File: config.mk
export PLATFORM = sky130hd
export DESIGN_NAME = coeff_byte_encoder
export DESIGN_NICKNAME = d
export VERILOG_FILES = /design/src/rtl/coeff_byte_encoder.sv
export SDC_FILE = /design/constraint.sdc
export NUM_CORES = 1
export LEC_CHECK = 0
export BUFFER_PORTS_ARGS = -buffer_cell sky130_fd_sc_hd__clkbuf_2
export CAP_MARGIN = 20
export CORE_AREA = 2 2 89 91
export CTS_CLUSTER_SIZE = 12
export DETAILED_ROUTE_END_ITERATION = 16
export DIE_AREA = 0 0 91 93
export GPL_TIMING_DRIVEN = 0
export SLEW_MARGIN = 20
export SYNTH_ARGS = -nofsm -noshare
export SYNTH_HDL_FRONTEND = slang
export SYNTH_SLANG_ARGS = --single-unit
File: constraint.sdc
create_clock -name clk -period 7 [get_ports clk]
set_clock_uncertainty 0.15 [all_clocks]
set_input_delay 1.75 -clock clk [delete_from_list [all_inputs] [get_ports clk]]
set_output_delay 1.75 -clock clk [all_outputs]
set_load 0.02 [all_outputs]
File: src/rtl/coeff_byte_encoder.sv
// coeff_byte_encoder: streaming ByteEncode_d stage.
// Packs N_COEFFS coefficients of D bits each, LSB first, into a continuous
// bit string and emits it as bytes over a valid/ready stream. Global bit i
// lands in byte i/8 at bit position i%8.
//
// Ports:
//   clk, rst_n         clock, asynchronous active-low reset
//   start              begin a polynomial (honoured only in IDLE)
//   coeff_valid/ready  coefficient input handshake, coeff_data[D-1:0]
//   byte_valid/ready   byte output handshake, byte_data[7:0]
//   byte_last          qualifies the final byte of the polynomial
//   busy               high while a polynomial is in progress
//   done               one-cycle pulse after the final byte handshake
module coeff_byte_encoder #(
    parameter int unsigned D        = 12,
    parameter int unsigned N_COEFFS = 256
) (
    input  logic         clk,
    input  logic         rst_n,
    input  logic         start,
    input  logic         coeff_valid,
    input  logic [D-1:0] coeff_data,
    output logic         coeff_ready,
    output logic         byte_valid,
    output logic [7:0]   byte_data,
    output logic         byte_last,
    input  logic         byte_ready,
    output logic         busy,
    output logic         done
);

    localparam int unsigned ACC_W   = D + 7;
    localparam int unsigned BC_W    = $clog2(D + 8);
    localparam int unsigned N_BYTES = N_COEFFS * D / 8;
    localparam int unsigned CC_W    = $clog2(N_COEFFS + 1);
    localparam int unsigned BY_W    = $clog2(N_BYTES + 1);

    typedef enum logic [1:0] {
        IDLE = 2'd0,
        RUN  = 2'd1,
        DONE = 2'd2
    } state_e;

    state_e            state_q;
    logic [ACC_W-1:0]  acc_q;
    logic [BC_W-1:0]   bit_cnt_q;
    logic [CC_W-1:0]   coeff_cnt_q;
    logic [BY_W-1:0]   byte_cnt_q;
    logic              byte_valid_q;
    logic [7:0]        byte_data_q;
    logic              byte_last_q;

    logic accept;
    logic drain;
    logic extract;

    // Handshake decode; coeff_ready depends on registers only.
    assign coeff_ready = (state_q == RUN) && (bit_cnt_q < BC_W'(8)) &&
                         (coeff_cnt_q < CC_W'(N_COEFFS));
    assign accept      = coeff_valid && coeff_ready;
    assign drain       = byte_valid_q && byte_ready;
    // Extraction needs a full byte and an output register that is free or emptying now.
    assign extract     = (state_q == RUN) && (bit_cnt_q >= BC_W'(8)) &&
                         (!byte_valid_q || byte_ready);

    assign byte_valid  = byte_valid_q;
    assign byte_data   = byte_data_q;
    assign byte_last   = byte_last_q;
    assign busy        = (state_q == RUN);
    assign done        = (state_q == DONE);

    // FSM, accumulator and output register.
    always_ff @(posedge clk or negedge rst_n) begin
        if (!rst_n) begin
            state_q      <= IDLE;
            acc_q        <= '0;
            bit_cnt_q    <= '0;
            coeff_cnt_q  <= '0;
            byte_cnt_q   <= '0;
            byte_valid_q <= 1'b0;
            byte_data_q  <= 8'h00;
            byte_last_q  <= 1'b0;
        end else begin
            case (state_q)
                IDLE: begin
                    if (start) begin
                        state_q      <= RUN;
                        acc_q        <= '0;
                        bit_cnt_q    <= '0;
                        coeff_cnt_q  <= '0;
                        byte_cnt_q   <= '0;
                        byte_valid_q <= 1'b0;
                        byte_data_q  <= 8'h00;
                        byte_last_q  <= 1'b0;
                    end
                end
                RUN: begin
                    // accept and extract never coincide: bit_cnt<8 versus bit_cnt>=8
                    if (accept) begin
                        acc_q       <= acc_q | (ACC_W'(coeff_data) << bit_cnt_q);
                        bit_cnt_q   <= bit_cnt_q + BC_W'(D);
                        coeff_cnt_q <= coeff_cnt_q + CC_W'(1);
                    end
                    if (extract) begin
                        byte_valid_q <= 1'b1;
                        byte_data_q  <= acc_q[7:0];
                        byte_last_q  <= (byte_cnt_q == BY_W'(N_BYTES - 1));
                        acc_q        <= acc_q >> 8;
                        bit_cnt_q    <= bit_cnt_q - BC_W'(8);
                        byte_cnt_q   <= byte_cnt_q + BY_W'(1);
                    end else if (drain) begin
                        byte_valid_q <= 1'b0;
                    end
                    // N_COEFFS*D is a whole number of bytes, so nothing is left after the last byte.
                    if (drain && byte_last_q) begin
                        state_q <= DONE;
                    end
                end
                DONE: begin
                    state_q <= IDLE;
                end
                default: begin
                    state_q <= IDLE;
                end
            endcase
        end
    end

endmodule

==> flow_summary.toml <==
[global_route]
antenna_found_initial = 0
grt_pass1_wl_mm = 10.18
grt_pass1_vias = 2060
track_usage_pct = 14.96
grt_max_degree = 53
grt-ovfl-total = 0

[worst_setup_path]
reg2reg_setup_slack_ns = 4.35
critPathLaunchType = "flip-flop"
reg2reg_depth = 8
r2r_start = "bit_cnt_q[3]"
critPathKind = "flip-flop to primary output"
cp-end-kind = "primary output"
cp.arrival_ns = 2.10
crit_required_ns = 5.10
crit_family = "buffers and inverters"
r2r-end = "acc_q[8]"
slowest_stage = "clkbuf_1"
cp_num_buf_inv = 3
startpoint = "bit_cnt_q[3]"
cpPeakStageDelay_ns = 0.43
critPathMaxFanout = 10
crit_chain = "clkbuf_1, inv_1, ha_1, and4bb_4, clkbuf_2"

[yosys]
syn_inst = 256
syn_area_per_cell_sq_um = 10.10
yosysUniqueCellTypes = 43
synth_compound_area_share_pct = 17.32
syn_area_sq_mm = 0.002586
synth_simple_gate_area_share_pct = 16.21
synth_seq_area_share_pct = 50.31
yosys_warnings = 0
synth_top_family_by_area = "compound AO/OA/AOI/OAI gates"
ys_ff_latch = 52
synthAdderAreaFrac_pct = 2.419
synthXorXnorAreaFrac_pct = 3.387
syn-num-nets = 278
synthMuxAreaShare_pct = 7.450

[layout]
final_cell_mix = "dfrtp_1 (52), nor2_1 (30), clkbuf_2 (28)"
final_cells = 395
n_antenna_cell = 0
area_growth_pct = 15.09
drive_gt1_share_pct = 17.75
fin_nets = 314
layout_commonest_cell = "dfrtp_1"

[placed_design]
post-dp-hpwl_mm = 4.251
io_buffers = 29
place_congestion = 0.9270
dp_cells = 387

[power_and_ir_drop]
pwr-share-comb_pct = 41.5
seqPwrFrac_pct = 40.0
swShare_pct = 40.03
switching_power_uw = 459.1
leakage_nw = 1.379
p_clk_share_pct = 18.5
power.density_mw_per_mm2 = 385.3
intPower_uw = 687.8
ir_drop_uv = 137.1

[die]
start_util_pct = 34.36
die-area_sq_mm = 0.008463
coreArea_sq_mm = 0.007527
rows = 32
die_h_um = 93
ios = 30
die_x_um = 91

[sta]
clock.fmax_ghz = 0.2498
tightest_slew_ns = 0.7088
hold_viol_final = 0
setup_tns_ns = 0
setup_viol = 0
rsz0062_at_grt = "false"
period_needed_ns = 4.003
relSlewSlack_pct = 52.75
slew_violations = 0
period_share_pct = 57.19

[clock_network]
cts_tree = "built"
cts_buffers = 5
cts_hold_buf = 0
cts-root-buf = "clkbuf_8"
cts_sinks = 52
clkLatencyLatePin_ns = 0.31
cts_setup_buffers = 0
cts_buffer_depth = 2
cts_max_level = 2
clk_pin_slew_ns = 0.10
cts_resized = 0

[route]
via_per_inst = 5.152
drc_errors = 0
drtIter0Drc = 142
ant_nets = 0
routed_wl_mm = 5.888
drtPass1Iterations = 4
num_vias = 2035
post_drt_wl_per_cell_um = 14.91

[hold_path]
min_from = "acc_q[11]"
hold_depth = 2
hp-class = "flip-flop to flip-flop"
hold_end = "acc_q[11]"

[outcome]
status = "completed"

[flow_run]
max_cap_violations = 0
-- per-layer routing --
metal | part of all wire, % | track usage (%)
met2 | 48 | 23.95
met4 | 2.3 | 6.187
met3 | 3.7 | 2.176
met5 | 0 | 0
met1 | 45 | 20.46
-- tightest hold or removal path: cells and delay by family, from the launching register on --
kind | cells | cell delay, ns
AOI/OAI and AO/OA | 1 | 0.06
DFF | 1 | 0.36
and+or+nand+nor | 1 | 0.05
-- cells in the mapped netlist --
library cell | number | area share (%)
dfrtp_1 | 52 | 50
nor2_1 | 30 | 4.4
nand2_1 | 22 | 3.2
mux2i_1 | 17 | 6.6
a21oi_1 | 12 | 2.3
nand4_1 | 11 | 2.7
o21ai_1 | 11 | 2.1
a22o_1 | 9 | 3.0
nand3_1 | 8 | 1.5
o22ai_1 | 7 | 1.7
xor2_1 | 7 | 2.4
a31oi_1 | 6 | 1.5
buf_2 | 6 | 1.2
o21ai_0 | 6 | 1.2
ha_1 | 5 | 2.4
inv_1 | 5 | 0.73
a22oi_1 | 4 | 1.2
clkbuf_1 | 4 | 0.58
nor3_1 | 4 | 0.77
xnor2_1 | 3 | 1.0
and3_1 | 2 | 0.48
mux2_2 | 2 | 0.87
nor2b_1 | 2 | 0.48
o2bb2ai_1 | 2 | 0.68
a211oi_1 | 1 | 0.29
a211oi_2 | 1 | 0.48
a21o_1 | 1 | 0.29
a21oi_2 | 1 | 0.34
a32o_1 | 1 | 0.39
a41oi_1 | 1 | 0.34
and2_1 | 1 | 0.24
and4_1 | 1 | 0.34
and4bb_4 | 1 | 0.63
buf_1 | 1 | 0.14
buf_4 | 1 | 0.29
nand2b_1 | 1 | 0.24
nand2b_4 | 1 | 0.53
nor3b_2 | 1 | 0.48
o21bai_1 | 1 | 0.29
o311ai_1 | 1 | 0.34
o31ai_1 | 1 | 0.29
o41ai_2 | 1 | 0.63
or3_1 | 1 | 0.24
-- area by class of cell --
| cell class | count | area, sq um |
|---|---|---|
| plain buffers | 12 | 56.30 |
| clock buffers | 5 | 68.82 |
| clock inverters | 3 | 46.29 |
| fillers | 782 | 4551 |
| inverters | 5 | 18.77 |
| multi-input cells | 187 | 1210 |
| flip-flops and latches | 52 | 1301 |
| well taps | 102 | 127.6 |
| repair buffers | 29 | 147.6 |
-- logic make-up after synthesis --
| group | Yosys count |
|---|---|
| compound gates | 67 |
| xor+xnor | 10 |
| mux | 19 |
| simple gates | 86 |
| buf+inv | 17 |
| flops | 52 |
| fa+ha+maj | 5 |
-- through the flow --
step,hold slack (ns),area (sq um),power [mW],setup WS [ns],utilization (%)
final,0.3467,2977,1.147,2.997,39.54
after detailed placement,0.3204,2861,0.9379,3.362,38.02
after global placement,0.3136,2859,0.9315,3.324,37.98
after global routing,0.3749,2977,1.236,2.855,39.54
after CTS,0.3472,2977,1.153,3.009,39.54
after floorplan,0.3003,2586,0.8062,3.758,-
-- state kept, by name (all words and copies together) (netlist names) --
register and flops:
acc_q 19, bit_cnt_q 3, byte_cnt_q 9, byte_data 8, byte_last 1, byte_valid 1, coeff_cnt_q 9, state_q 2
-- power by group through the flow --
stage	Combinational [mW]	Clock, mW	Sequential [mW]
floorplan	0.335	0	0.472
global placement	0.471	0	0.461
detailed placement	0.474	0	0.464
CTS	0.477	0.218	0.458
global route	0.535	0.229	0.472
finish	0.476	0.213	0.459
-- worst max path at each step --
stage,to,slack (ns),cells past startpoint
5_1_grt,coeff_ready,2.85,5
6_report,coeff_ready,3.00,5
4_1_cts,coeff_ready,3.01,5
2_1_floorplan,coeff_ready,3.76,4
3_3_place_gp,coeff_ready,3.32,5
3_5_place_dp,coeff_ready,3.36,5
Note: power is estimated with default switching activity, not from simulation.
